<file path="src/rtl/obstacle_sched_pkg.sv">
// Shared types and defaults for the per-scanline obstacle scheduler.
package obstacle_sched_pkg;

  localparam int SLOT_NUM        = 4;
  localparam int OBSTACLE_HEIGHT = 20;
  localparam int OBSTACLE_WIDTH  = 10;
  localparam int ROW_WIDTH       = 5;
  localparam int ID_WIDTH        = 4;

  typedef enum logic [1:0] {IDLE, ISSUE, DRAIN, DONE} sched_state_t;

endpackage

</file>
<file path="src/rtl/obstacle_line_scheduler_if.sv">
// Obstacle table read bus: scheduler issues index, table returns entry one cycle later.
interface obstacle_line_scheduler_if #(
  parameter int PHY_WIDTH       = 14,
  parameter int BLOCK_LEN_WIDTH = 4,
  parameter int IDX_WIDTH       = 4
);

  logic                       tbl_rd_en;
  logic [IDX_WIDTH-1:0]       tbl_rd_idx;
  logic [PHY_WIDTH-1:0]       tbl_pos_x;
  logic [PHY_WIDTH-1:0]       tbl_pos_y;
  logic [BLOCK_LEN_WIDTH-1:0] tbl_block_width;

  modport master (
    output tbl_rd_en, tbl_rd_idx,
    input  tbl_pos_x, tbl_pos_y, tbl_block_width
  );

  modport slave (
    input  tbl_rd_en, tbl_rd_idx,
    output tbl_pos_x, tbl_pos_y, tbl_block_width
  );

endinterface

</file>
<file path="src/rtl/obstacle_line_hit.sv">
// Combinational test of one table entry against the scheduled line, plus row and pixel width.
module obstacle_line_hit #(
  parameter int PHY_WIDTH       = 14,
  parameter int BLOCK_LEN_WIDTH = 4,
  parameter int OBSTACLE_WIDTH  = 10,
  parameter int OBSTACLE_HEIGHT = 20,
  parameter int ROW_WIDTH       = 5
) (
  input  logic [PHY_WIDTH-1:0]       abs_y,
  input  logic [PHY_WIDTH-1:0]       pos_y,
  input  logic [BLOCK_LEN_WIDTH-1:0] block_width,
  output logic                       hit,
  output logic [ROW_WIDTH-1:0]       row,
  output logic [PHY_WIDTH-1:0]       pix_w
);

  // Bottom edge is one bit wider so an obstacle near the top of the space cannot wrap.
  logic [PHY_WIDTH:0] y_end;

  assign y_end = {1'b0, pos_y} + (PHY_WIDTH+1)'(OBSTACLE_HEIGHT);
  assign hit   = (block_width != '0) && (abs_y >= pos_y) && ({1'b0, abs_y} < y_end);
  assign row   = ROW_WIDTH'(abs_y - pos_y);
  assign pix_w = PHY_WIDTH'(block_width) * PHY_WIDTH'(OBSTACLE_WIDTH);

endmodule

</file>
<file path="src/rtl/obstacle_line_scheduler.sv">
// Scans the obstacle table each line and packs hits into a shadow slot list swapped in on line_swap.
// Optional overflow-line counter enabled by defining OBSTACLE_SCHED_STATS_EN.
module obstacle_line_scheduler #(
  parameter int OBSTACLE_NUM    = 10,
  parameter int SLOT_NUM        = obstacle_sched_pkg::SLOT_NUM,
  parameter int PHY_WIDTH       = 14,
  parameter int SCREEN_WIDTH    = 10,
  parameter int BLOCK_LEN_WIDTH = 4,
  parameter int OBSTACLE_WIDTH  = obstacle_sched_pkg::OBSTACLE_WIDTH,
  parameter int OBSTACLE_HEIGHT = obstacle_sched_pkg::OBSTACLE_HEIGHT
) (
  input  logic                                          sys_clk,
  input  logic                                          sys_rst_n,
  input  logic                                          line_start,
  input  logic [SCREEN_WIDTH-1:0]                       next_y,
  input  logic [PHY_WIDTH-1:0]                          camera_offset,
  input  logic                                          line_swap,
  obstacle_line_scheduler_if.master                     tbl,
  output logic [SLOT_NUM-1:0]                           slot_valid,
  output logic [SLOT_NUM*PHY_WIDTH-1:0]                 slot_x,
  output logic [SLOT_NUM*PHY_WIDTH-1:0]                 slot_w,
  output logic [SLOT_NUM*obstacle_sched_pkg::ROW_WIDTH-1:0] slot_row,
  output logic [SLOT_NUM*obstacle_sched_pkg::ID_WIDTH-1:0]  slot_id,
  output logic                                          busy,
  output logic                                          line_ovf,
  output logic                                          swap_late,
  output logic [15:0]                                   ovf_count
);

  import obstacle_sched_pkg::*;

  localparam int IDX_W = $clog2(OBSTACLE_NUM);
  localparam logic [IDX_W-1:0] LAST_IDX = IDX_W'(OBSTACLE_NUM - 1);

  sched_state_t state_q, state_d;
  logic [IDX_W-1:0]     idx_q;
  logic [IDX_W-1:0]     ret_idx_q;
  logic                 ret_valid_q;
  logic [PHY_WIDTH-1:0] abs_y_q;

  logic                 hit;
  logic [ROW_WIDTH-1:0] hit_row;
  logic [PHY_WIDTH-1:0] hit_w;
  logic [SLOT_NUM-1:0]  free_onehot;
  logic                 free_taken;

  logic [SLOT_NUM-1:0]                 sh_valid, act_valid;
  logic [SLOT_NUM-1:0][PHY_WIDTH-1:0]  sh_x, sh_w, act_x, act_w;
  logic [SLOT_NUM-1:0][ROW_WIDTH-1:0]  sh_row, act_row;
  logic [SLOT_NUM-1:0][ID_WIDTH-1:0]   sh_id, act_id;
  logic                                sh_ovf, act_ovf;

  always_ff @(posedge sys_clk or negedge sys_rst_n) begin
    if (!sys_rst_n) state_q <= IDLE;
    else            state_q <= state_d;
  end

  // A new line_start restarts the scan from any state.
  always_comb begin
    state_d  = state_q;
    busy     = 1'b0;
    unique case (state_q)
      IDLE:  if (line_start) state_d = ISSUE;
      ISSUE: begin
        busy = 1'b1;
        if (line_start)            state_d = ISSUE;
        else if (idx_q == LAST_IDX) state_d = DRAIN;
      end
      DRAIN: begin
        busy    = 1'b1;
        state_d = line_start ? ISSUE : DONE;
      end
      DONE:  if (line_start) state_d = ISSUE;
      default: state_d = IDLE;
    endcase
  end

  assign tbl.tbl_rd_en  = (state_q == ISSUE);
  assign tbl.tbl_rd_idx = idx_q;

  // Returns in flight when a line restarts belong to the old line and are discarded.
  always_ff @(posedge sys_clk or negedge sys_rst_n) begin
    if (!sys_rst_n) begin
      idx_q       <= '0;
      ret_idx_q   <= '0;
      ret_valid_q <= 1'b0;
      abs_y_q     <= '0;
    end else begin
      ret_idx_q   <= idx_q;
      ret_valid_q <= tbl.tbl_rd_en && !line_start;
      if (line_start) begin
        idx_q   <= '0;
        abs_y_q <= PHY_WIDTH'(next_y) + camera_offset;
      end else if (state_q == ISSUE && idx_q != LAST_IDX) begin
        idx_q <= idx_q + 1'b1;
      end else begin
        idx_q <= '0;
      end
    end
  end

  obstacle_line_hit #(
    .PHY_WIDTH       (PHY_WIDTH),
    .BLOCK_LEN_WIDTH (BLOCK_LEN_WIDTH),
    .OBSTACLE_WIDTH  (OBSTACLE_WIDTH),
    .OBSTACLE_HEIGHT (OBSTACLE_HEIGHT),
    .ROW_WIDTH       (ROW_WIDTH)
  ) u_hit (
    .abs_y       (abs_y_q),
    .pos_y       (tbl.tbl_pos_y),
    .block_width (tbl.tbl_block_width),
    .hit         (hit),
    .row         (hit_row),
    .pix_w       (hit_w)
  );

  always_comb begin
    free_onehot = '0;
    free_taken  = 1'b0;
    for (int s = 0; s < SLOT_NUM; s++) begin
      if (!free_taken && !sh_valid[s]) begin
        free_onehot[s] = 1'b1;
        free_taken     = 1'b1;
      end
    end
  end

  always_ff @(posedge sys_clk or negedge sys_rst_n) begin
    if (!sys_rst_n) begin
      sh_valid <= '0;
      sh_x     <= '0;
      sh_w     <= '0;
      sh_row   <= '0;
      sh_id    <= '0;
      sh_ovf   <= 1'b0;
    end else if (line_start) begin
      sh_valid <= '0;
      sh_ovf   <= 1'b0;
    end else if (ret_valid_q && hit) begin
      if (!free_taken) sh_ovf <= 1'b1;
      for (int s = 0; s < SLOT_NUM; s++) begin
        if (free_onehot[s]) begin
          sh_valid[s] <= 1'b1;
          sh_x[s]     <= tbl.tbl_pos_x;
          sh_w[s]     <= hit_w;
          sh_row[s]   <= hit_row;
          sh_id[s]    <= ID_WIDTH'(ret_idx_q);
        end
      end
    end
  end

  // Active list only moves on line_swap; a swap before the scan finishes blanks the line.
  always_ff @(posedge sys_clk or negedge sys_rst_n) begin
    if (!sys_rst_n) begin
      act_valid <= '0;
      act_x     <= '0;
      act_w     <= '0;
      act_row   <= '0;
      act_id    <= '0;
      act_ovf   <= 1'b0;
      swap_late <= 1'b0;
    end else begin
      swap_late <= 1'b0;
      if (line_swap) begin
        if (state_q == DONE) begin
          act_valid <= sh_valid;
          act_x     <= sh_x;
          act_w     <= sh_w;
          act_row   <= sh_row;
          act_id    <= sh_id;
          act_ovf   <= sh_ovf;
        end else begin
          act_valid <= '0;
          act_ovf   <= 1'b0;
          swap_late <= 1'b1;
        end
      end
    end
  end

  assign slot_valid = act_valid;
  assign slot_x     = act_x;
  assign slot_w     = act_w;
  assign slot_row   = act_row;
  assign slot_id    = act_id;
  assign line_ovf   = act_ovf;

`ifdef OBSTACLE_SCHED_STATS_EN
  logic [15:0] ovf_cnt_q;

  always_ff @(posedge sys_clk or negedge sys_rst_n) begin
    if (!sys_rst_n)
      ovf_cnt_q <= '0;
    else if (line_swap && state_q == DONE && sh_ovf && ovf_cnt_q != 16'hFFFF)
      ovf_cnt_q <= ovf_cnt_q + 16'd1;
  end

  assign ovf_count = ovf_cnt_q;
`else
  assign ovf_count = 16'd0;
`endif

endmodule

</file>
<file path="src/flat_wrapper.sv">
// flat-port wrapper written by rule: the top's interface ports become plain ports
module obstacle_line_scheduler_flat import obstacle_sched_pkg::*;
#(
  parameter int OBSTACLE_NUM    = 10,
  parameter int SLOT_NUM        = obstacle_sched_pkg::SLOT_NUM,
  parameter int PHY_WIDTH       = 14,
  parameter int SCREEN_WIDTH    = 10,
  parameter int BLOCK_LEN_WIDTH = 4,
  parameter int OBSTACLE_WIDTH  = obstacle_sched_pkg::OBSTACLE_WIDTH,
  parameter int OBSTACLE_HEIGHT = obstacle_sched_pkg::OBSTACLE_HEIGHT
)
  (sys_clk, sys_rst_n, line_start, next_y, camera_offset, line_swap, slot_valid, slot_x, slot_w, slot_row, slot_id, busy, line_ovf, swap_late, ovf_count, tbl_tbl_rd_en, tbl_tbl_rd_idx, tbl_tbl_pos_x, tbl_tbl_pos_y, tbl_tbl_block_width);
  obstacle_line_scheduler_if #(.PHY_WIDTH(PHY_WIDTH), .BLOCK_LEN_WIDTH(BLOCK_LEN_WIDTH), .IDX_WIDTH(4)) tbl_i ();
  input  logic sys_clk;
  input  logic sys_rst_n;
  input  logic line_start;
  input  logic [SCREEN_WIDTH-1:0] next_y;
  input  logic [PHY_WIDTH-1:0] camera_offset;
  input  logic line_swap;
  output logic [SLOT_NUM-1:0] slot_valid;
  output logic [SLOT_NUM*PHY_WIDTH-1:0] slot_x;
  output logic [SLOT_NUM*PHY_WIDTH-1:0] slot_w;
  output logic [SLOT_NUM*obstacle_sched_pkg::ROW_WIDTH-1:0] slot_row;
  output logic [SLOT_NUM*obstacle_sched_pkg::ID_WIDTH-1:0] slot_id;
  output logic busy;
  output logic line_ovf;
  output logic swap_late;
  output logic [15:0] ovf_count;
  output wire logic [$bits(tbl_i.tbl_rd_en)-1:0] tbl_tbl_rd_en;
  output wire logic [$bits(tbl_i.tbl_rd_idx)-1:0] tbl_tbl_rd_idx;
  input wire logic [$bits(tbl_i.tbl_pos_x)-1:0] tbl_tbl_pos_x;
  input wire logic [$bits(tbl_i.tbl_pos_y)-1:0] tbl_tbl_pos_y;
  input wire logic [$bits(tbl_i.tbl_block_width)-1:0] tbl_tbl_block_width;
  assign tbl_tbl_rd_en = tbl_i.tbl_rd_en;
  assign tbl_tbl_rd_idx = tbl_i.tbl_rd_idx;
  assign tbl_i.tbl_pos_x = tbl_tbl_pos_x;
  assign tbl_i.tbl_pos_y = tbl_tbl_pos_y;
  assign tbl_i.tbl_block_width = tbl_tbl_block_width;
  obstacle_line_scheduler #(.OBSTACLE_NUM(OBSTACLE_NUM), .SLOT_NUM(SLOT_NUM), .PHY_WIDTH(PHY_WIDTH), .SCREEN_WIDTH(SCREEN_WIDTH), .BLOCK_LEN_WIDTH(BLOCK_LEN_WIDTH), .OBSTACLE_WIDTH(OBSTACLE_WIDTH), .OBSTACLE_HEIGHT(OBSTACLE_HEIGHT)) u_core (.sys_clk(sys_clk), .sys_rst_n(sys_rst_n), .line_start(line_start), .next_y(next_y), .camera_offset(camera_offset), .line_swap(line_swap), .tbl(tbl_i), .slot_valid(slot_valid), .slot_x(slot_x), .slot_w(slot_w), .slot_row(slot_row), .slot_id(slot_id), .busy(busy), .line_ovf(line_ovf), .swap_late(swap_late), .ovf_count(ovf_count));
endmodule
</file>
<file path="config.mk">
export PLATFORM = sky130hd
export DESIGN_NAME = obstacle_line_scheduler_flat
export DESIGN_NICKNAME = d
export VERILOG_FILES = /design/src/rtl/obstacle_sched_pkg.sv /design/src/rtl/obstacle_line_scheduler_if.sv /design/src/rtl/obstacle_line_hit.sv /design/src/rtl/obstacle_line_scheduler.sv /design/src/flat_wrapper.sv
export SDC_FILE = /design/constraint.sdc
export NUM_CORES = 1
export LEC_CHECK = 0
export ABC_AREA = 1
export CORE_MARGIN = 3
export CORE_UTILIZATION = 58
export DETAILED_ROUTE_END_ITERATION = 6
export HOLD_SLACK_MARGIN = 0.12
export PLACE_DENSITY = 0.86
export SLEW_MARGIN = 20
export SYNTH_ARGS = -nofsm -noshare
export SYNTH_HDL_FRONTEND = slang
export SYNTH_HIERARCHICAL = 1
export SYNTH_SLANG_ARGS = --single-unit
</file>
<file path="constraint.sdc">
create_clock -name sys_clk -period 6.7 [get_ports sys_clk]
set_input_delay 1.005 -clock sys_clk [delete_from_list [all_inputs] [get_ports sys_clk]]
set_output_delay 1.005 -clock sys_clk [all_outputs]
set_load 0.005 [all_outputs]
</file>
==> impl_metrics.env, run 1 <==
export IMPL_final_layout_size_suffix_gt1_share_pct=16.2
export IMPL_fill_cells=1619
export IMPL_switchingPower_mw=1.47
export IMPL_switching_share_pct=26.9
export IMPL_dp_worst_setup_slack_ns=1.72
export IMPL_drcViolationCount=0
export IMPL_power_leakage_nw=8.62
export IMPL_peakVddDrop_v=0.000210
export IMPL_setup_viol=0
export IMPL_status="finished clean"
export IMPL_area_growth_pct=22.8
export IMPL_crit_type="input port to flip-flop"
export IMPL_power_density_mw_per_mm2=311
export IMPL_slew_viol_final=0
export IMPL_grt_max_degree=156
export IMPL_startpoint="tbl_tbl_pos_y[2]"
export IMPL_ys_seq_area_share_pct=58.1
export IMPL_h_tree_depth=2
export IMPL_core_region_area_sq_mm=0.0238
export IMPL_p_clk_share_pct=32.5
export IMPL_overflow=0
export IMPL_start_util_pct=60.0
export IMPL_place_congestion=0.878
export IMPL_p_int_mw=4.00
export IMPL_netlist_instances=1287
export IMPL_antenna_found_initial=0
export IMPL_grt_pass1_vias=10400
export IMPL_drtPass1Iterations=5
export IMPL_post_cts_buffers=0
export IMPL_synth_edf_count=0
export IMPL_tightestPinTransition_ns=1.07
export IMPL_start_kind="input port"
export IMPL_path_clk_slew_ns=0.06
export IMPL_fin_crit_ns=4.48
export IMPL_worstPathArrival_ns=4.85
export IMPL_p_seq_share_pct=46.2
export IMPL_grt_usage_pct=24.9
export IMPL_final_common_cell="dfrtp_1"
export IMPL_synth_seq_cells=332
export IMPL_die_h_um=163
export IMPL_ioPinCount=236
export IMPL_hold_class="flip-flop to flip-flop"
export IMPL_cts_buffer_depth=3
export IMPL_io_buffers=219
export IMPL_syn_avg_cell_area_sq_um=11.1
export IMPL_die_area_sq_mm=0.0266
export IMPL_power_frac_comb_pct=21.3
export IMPL_worstPathRequired_ns=7.07
export IMPL_drt_wl_total_um=32400
export IMPL_finalClockSkew_ns=0.0180
export IMPL_final_setup_worst_slack_ns=2.22
export IMPL_async_flop_share_pct=100
export IMPL_drt_iter0_markers=671
export IMPL_period_share_pct=66.8
export IMPL_maxSlewHeadroom_pct=28.8
export IMPL_wl_per_cell_um=17.7
export IMPL_dpl_hpwl_um=20900
export IMPL_hold_ws_ns=0.458
export IMPL_r2r_start="u_core/abs_y_q[1]"
export IMPL_grt_pass1_wl_um=52700
export IMPL_diodes=0
export IMPL_setup_tns_ns=0
export IMPL_clk_latency_ns=0.50
export IMPL_ctsRootBufferMaster="clkbuf_16"
export IMPL_grt_setup_unrepaired="no"
export IMPL_hold_viol=0
export IMPL_layout_common_cells="dfrtp_1, nand2_1, clkdlybuf4s50_1"
export IMPL_core_rowCount=56
export IMPL_setup_worst_path_end_class="flip-flop"
export IMPL_drtAntennaViolNets=0
export IMPL_viasPerCell=5.36
export IMPL_syn_area_sq_mm=0.0143
export IMPL_crit_fanout=75
export IMPL_ctsHoldBuffers=0
export IMPL_synth_warnings=6
export IMPL_cts_sinks=332
export IMPL_fmax_mhz=223
export IMPL_synthFlopType="dfrtp_1"
export IMPL_cts_resized=0
export IMPL_die_w_um=163
export IMPL_num_vias=9799
export IMPL_cap_viol_max_count=0
export IMPL_cts_tree="done"
export IMPL_cts_buffers=34
export IMPL_final_net_count=1601
export IMPL_ys_types=36
export IMPL_hold_start="u_core/tbl.tbl_rd_idx[3]"
worst max-delay path, stage by stage:
cell             delay (ns)
clkdlybuf4s50_1        0.52
inv_2                  0.06
o21ai_2                0.21
nand3_2                0.16
nor3_2                 0.24
nand2_1                0.09
nand2_1                0.08
nand2_1                0.06
ha_1                   0.28
nand2_2                0.08
nor2_1                 0.05
nor2_1                 0.09
nand3_1                0.07
nor2_1                 0.12
nand2_1                0.13
nor2_4                 0.23
nand3_4                0.80
o21ai_0                0.54
per-stage QoR:
step | power, mW | std cells | utilization [%] | cell area [sq um]
after detailed placement | 3.70 | 1774 | 69.3 | 16500
after global routing | 5.75 | 1829 | 73.7 | 17600
after CTS | 5.52 | 1828 | 73.6 | 17500
after global placement | 3.64 | 1774 | 69.3 | 16500
after floorplan | 3.11 | 1308 | - | 14400
final | 5.47 | 1829 | 73.7 | 17600
cell families after synthesis:
family / synth area share, %
buffers and inverters: 6.71
muxes: 11.7
AOI/OAI and AO/OA: 7.35
adders and majority gates: 4.45
and+or+nand+nor: 10.4
xor gates and xnor gates: 1.23
other: 0.0525
DFF: 58.1
Yosys cell counts, types with 2 or more instances:
| cell | n | area (sq um) |
|---|---|---|
| nand3_2 | 4 | 40.0 |
| dfrtp_1 | 332 | 8310 |
| fa_1 | 3 | 60.1 |
| o21ai_2 | 20 | 175 |
| buf_4 | 34 | 255 |
| inv_1 | 103 | 387 |
| a21oi_1 | 21 | 105 |
| xor2_1 | 11 | 96.3 |
| buf_2 | 19 | 95.1 |
| nand3_1 | 26 | 130 |
| inv_2 | 6 | 22.5 |
| o21ai_1 | 76 | 380 |
| mux2_2 | 148 | 1670 |
| nor3_2 | 2 | 20.0 |
| buf_6 | 15 | 169 |
| nand2_2 | 3 | 18.8 |
| o21ai_0 | 72 | 360 |
| nand2_1 | 269 | 1010 |
| nand4_1 | 4 | 25.0 |
| xnor2_1 | 9 | 78.8 |
| clkbuf_1 | 8 | 30.0 |
| conb_1 | 2 | 7.51 |
| nor2_4 | 2 | 22.5 |
| nor2_2 | 2 | 12.5 |
| nor2_1 | 39 | 146 |
| ha_1 | 46 | 576 |
| nand3b_1 | 2 | 15.0 |
layout make-up:
| type | instances | area [sq um] | area share [%] |
|---|---|---|---|
| flip-flops and latches | 332 | 8310 | 47.3 |
| multi-input cells | 791 | 5150 | 29.3 |
| repair buffers | 224 | 2260 | 12.9 |
| clock buffers | 46 | 957 | 5.45 |
| inverters | 109 | 409 | 2.33 |
| well taps | 319 | 399 | 2.27 |
| clock inverters | 8 | 77.6 | 0.442 |
state kept, by name, summed over array words and instances (netlist names):
signal / flops
u_core/sh_id: 16
u_core/slot_id: 16
u_core/sh_valid: 4
u_core/line_ovf: 1
u_core/slot_x: 56
u_core/ret_idx_q: 4
u_core/sh_row: 20
u_core/abs_y_q: 14
u_core/slot_valid: 4
u_core/slot_w: 56
u_core/ret_valid_q: 1
u_core/state_q: 2
u_core/sh_w: 56
u_core/swap_late: 1
u_core/slot_row: 20
u_core/sh_x: 56
u_core/tbl.tbl_rd_idx: 4
u_core/sh_ovf: 1
power groups by stage:
stage | Combinational, mW | Sequential, mW | Clock, mW
global route | 1.29 | 2.56 | 1.90
CTS | 1.18 | 2.53 | 1.81
floorplan | 0.602 | 2.51 | 0
detailed placement | 1.15 | 2.55 | 0
global placement | 1.11 | 2.53 | 0
finish | 1.16 | 2.53 | 1.78
path summary, 6_finish.rpt:
| path | end | slack (ns) | depth (start not counted) |
|---|---|---|---|
| worst max-delay path | u_core/sh_x[49] | 2.22 | 18 |
| worst min-delay path | u_core/ret_idx_q[3] | 0.46 | 0 |
| worst max register to register | u_core/sh_x[49] | 3.35 | 10 |
| worst min register to register | u_core/ret_idx_q[3] | 0.46 | 0 |
| max in group asynchronous | u_core/sh_x[45] | 4.71 | 2 |
| min in group asynchronous | u_core/slot_row[7] | 0.52 | 1 |
per-layer routing:
| layer | global-route usage (%) | share of wire [%] | vias up |
|---|---|---|---|
| li1 | - | - | 4571 |
| met1 | 32.8 | 42 | 4853 |
| met2 | 42.0 | 49 | 300 |
| met3 | 4.78 | 5.5 | 75 |
| met4 | 8.54 | 3.2 | 0 |
| met5 | 0 | 0 | - |
Power figures use the tool's default switching activity.
==> run 2, diff against run 1 <==
CORE_UTILIZATION = 49   (was 58)
PLACE_DENSITY = 0.77   (was 0.86)
clock period = 3.9 ns   (was 6.7 ns; I/O delays follow)
==> run 2 against run 1 <==
Net effect: sequential cell count is the same; global-route usage fell by 4.4 points; sequential share of layout area decreased by 0.86 points; cell area grew 1.9%; non-clock buffer count increased by 10; wire length down 2.7%; register-to-register slack worse by 2.0 ns; final cell count rose by 4.1%; clock skew shrank 0.0037 ns.
==> impl_metrics.env, run 2 (synthesis gave the netlist of run 1 again) <==
export IMPL_drt_wl_total_um=31500
export IMPL_use_met2_pct=34.0
export IMPL_finalClockSkew_ns=0.0142
export IMPL_num_vias=9704
export IMPL_place_congestion=0.823
export IMPL_ctsHoldBuffers=0
export IMPL_final_util_pct=63.3
export IMPL_grt_max_degree=117
export IMPL_drt_iter0_markers=643
export IMPL_post_place_cells=1844
export IMPL_cts_resized=0
export IMPL_ioPinCount=236
export IMPL_die_h_um=177
export IMPL_cts_tree="done"
export IMPL_grt_setup_unrepaired="no"
export IMPL_wl_per_cell_um=16.6
export IMPL_setup_viol=0
export IMPL_fmax_mhz=315
export IMPL_slowest_delay_ns=0.52
export IMPL_antenna_found_initial=0
export IMPL_crit_type="input port to flip-flop"
export IMPL_die_area_sq_mm=0.0313
export IMPL_layout_common_cells="dfrtp_1, nand2_1, clkdlybuf4s50_1"
export IMPL_multi_input_area_sq_mm=0.00514
export IMPL_period_share_pct=81.5
export IMPL_crit_buf_inv=3
export IMPL_status="finished clean"
export IMPL_grt_usage_pct=20.5
export IMPL_r2r_cells=18
export IMPL_regArea_sq_mm=0.00831
export IMPL_crit_fanout=75
export IMPL_setup_worst_path_end_class="flip-flop"
export IMPL_rr_endpoint="u_core/sh_id[12]"
export IMPL_overflow=0
export IMPL_post_cts_buffers=0
export IMPL_crit_family="simple AND/OR/NAND/NOR gates"
export IMPL_crit_chain="clkdlybuf4s50_1 > inv_2 > o21ai_2 > nand3_2 > nor3_2 > nand2_1 > nand2_1 > nand2_1 > ha_1 > nand2_2 > nor2_1 > nor2_1 > nand3_1 > nor2_1 > nand2_1 > nor2_4 > nand3_4 > buf_12 > nand2_1 > o21ai_1"
export IMPL_met1_usage_pct=28.5
export IMPL_hold_viol=0
export IMPL_final_net_count=1611
export IMPL_final_cells=1904
export IMPL_cap_viol_max_count=0
export IMPL_fill_cells=2237
export IMPL_gr_max_usage_layer="met2"
export IMPL_h_tree_depth=2
export IMPL_maxSlewHeadroom_pct=41.2
export IMPL_drcViolationCount=0
export IMPL_path_clk_slew_ns=0.06
export IMPL_viasPerCell=5.10
export IMPL_r2r_start="u_core/abs_y_q[0]"
export IMPL_ctsRootBufferMaster="clkbuf_16"
export IMPL_area_growth_pct=25.1
export IMPL_grt_pass1_vias=9978
export IMPL_diodes=0
export IMPL_peakVddDrop_v=0.000358
export IMPL_crit_path_top_delay_cell="clkdlybuf4s50_1"
export IMPL_hold_class="input port to asynchronous set/reset pin"
export IMPL_gr_usage_met3_pct=3.00
export IMPL_cts_buffer_depth=3
export IMPL_core_rowCount=61
export IMPL_io_buffers=219
export IMPL_worstPathRequired_ns=4.28
export IMPL_grt_pass1_wl_um=51800
export IMPL_die_w_um=177
export IMPL_hold_ws_ns=0.157
export IMPL_cts_sinks=332
export IMPL_final_common_cell="dfrtp_1"
export IMPL_worstPathArrival_ns=3.56
export IMPL_clk_latency_ns=0.51
export IMPL_timing_critical_path_mode_cell="nand2_1"
export IMPL_final_layout_size_suffix_gt1_share_pct=17.1
export IMPL_dpl_hpwl_um=21800
export IMPL_drtAntennaViolNets=0
export IMPL_start_util_pct=50.6
export IMPL_core_region_area_sq_mm=0.0282
export IMPL_drtPass1Iterations=5
export IMPL_slew_viol_final=0
export IMPL_setup_tns_ns=0
export IMPL_power_density_mw_per_mm2=534
export IMPL_cts_buffers=34
export IMPL_start_kind="input port"
export IMPL_fin_crit_ns=3.18
export IMPL_rrSetupSlack_ns=1.35
export IMPL_power_leakage_nw=8.77
export IMPL_tightestPinTransition_ns=0.881
[run 2: where the power goes]
part	switching (mW)	internal, mW	total, mW
combinational	0.880	1.10	1.98
clock	1.29	1.93	3.22
sequential	0.343	4.00	4.34
[run 2: area by class of cell]
| class | instances | area share [%] |
|---|---|---|
| Inverter | 109 | 2.29 |
| Tap cell | 378 | 2.64 |
| Timing Repair Buffer | 234 | 13.5 |
| Sequential cell | 332 | 46.5 |
| Clock inverter | 7 | 0.441 |
| Multi-Input combinational cell | 791 | 28.7 |
| Clock buffer | 53 | 5.89 |
[run 2: through the flow]
step / power (mW) / area (sq um) / worst slack, ns
after floorplan: 5.35 / 14400 / 1.03
after global placement: 6.30 / 16800 / 0.262
final: 9.54 / 17900 / 0.721
after CTS: 9.66 / 17900 / 0.742
after detailed placement: 6.40 / 16800 / 0.226
after global routing: 10.1 / 17900 / 0.315
[run 2: worst max-delay path by stage]
stage | start | to | slack (ns) | cells past startpoint
2_1_floorplan | tbl_tbl_pos_y[2] | u_core/sh_id[11] | 1.03 | 19
3_3_place_gp | tbl_tbl_pos_y[2] | u_core/sh_w[0] | 0.26 | 19
3_5_place_dp | tbl_tbl_pos_y[2] | u_core/sh_id[1] | 0.23 | 19
4_1_cts | tbl_tbl_pos_y[2] | u_core/sh_id[1] | 0.74 | 19
5_1_grt | tbl_tbl_pos_y[2] | u_core/sh_w[1] | 0.32 | 19
6_report | tbl_tbl_pos_y[2] | u_core/sh_id[12] | 0.72 | 20
[run 2: metal layers]
layer / share of wire [%] / vias up / wire length [um]
met5: 0 / - / 0
met2: 49 / 242 / 15400
met4: 1.7 / 0 / 546
met3: 4.7 / 40 / 1490
met1: 45 / 4805 / 14100
li1: - / 4617 / -
[run 2: worst reg2reg max path, cell delays in order (launching register included)]
cell,delay [ns]
dfrtp_1,0.37
inv_1,0.06
ha_1,0.13
inv_1,0.06
fa_1,0.41
nand2_1,0.08
nand2_1,0.07
nand3_1,0.07
nand2_1,0.06
nand2_1,0.06
nand3_1,0.07
nand3_1,0.09
nor2_1,0.05
nand2_1,0.13
nor2_4,0.08
nand3_4,0.10
buf_12,0.30
nand2_1,0.19
o21ai_1,0.09
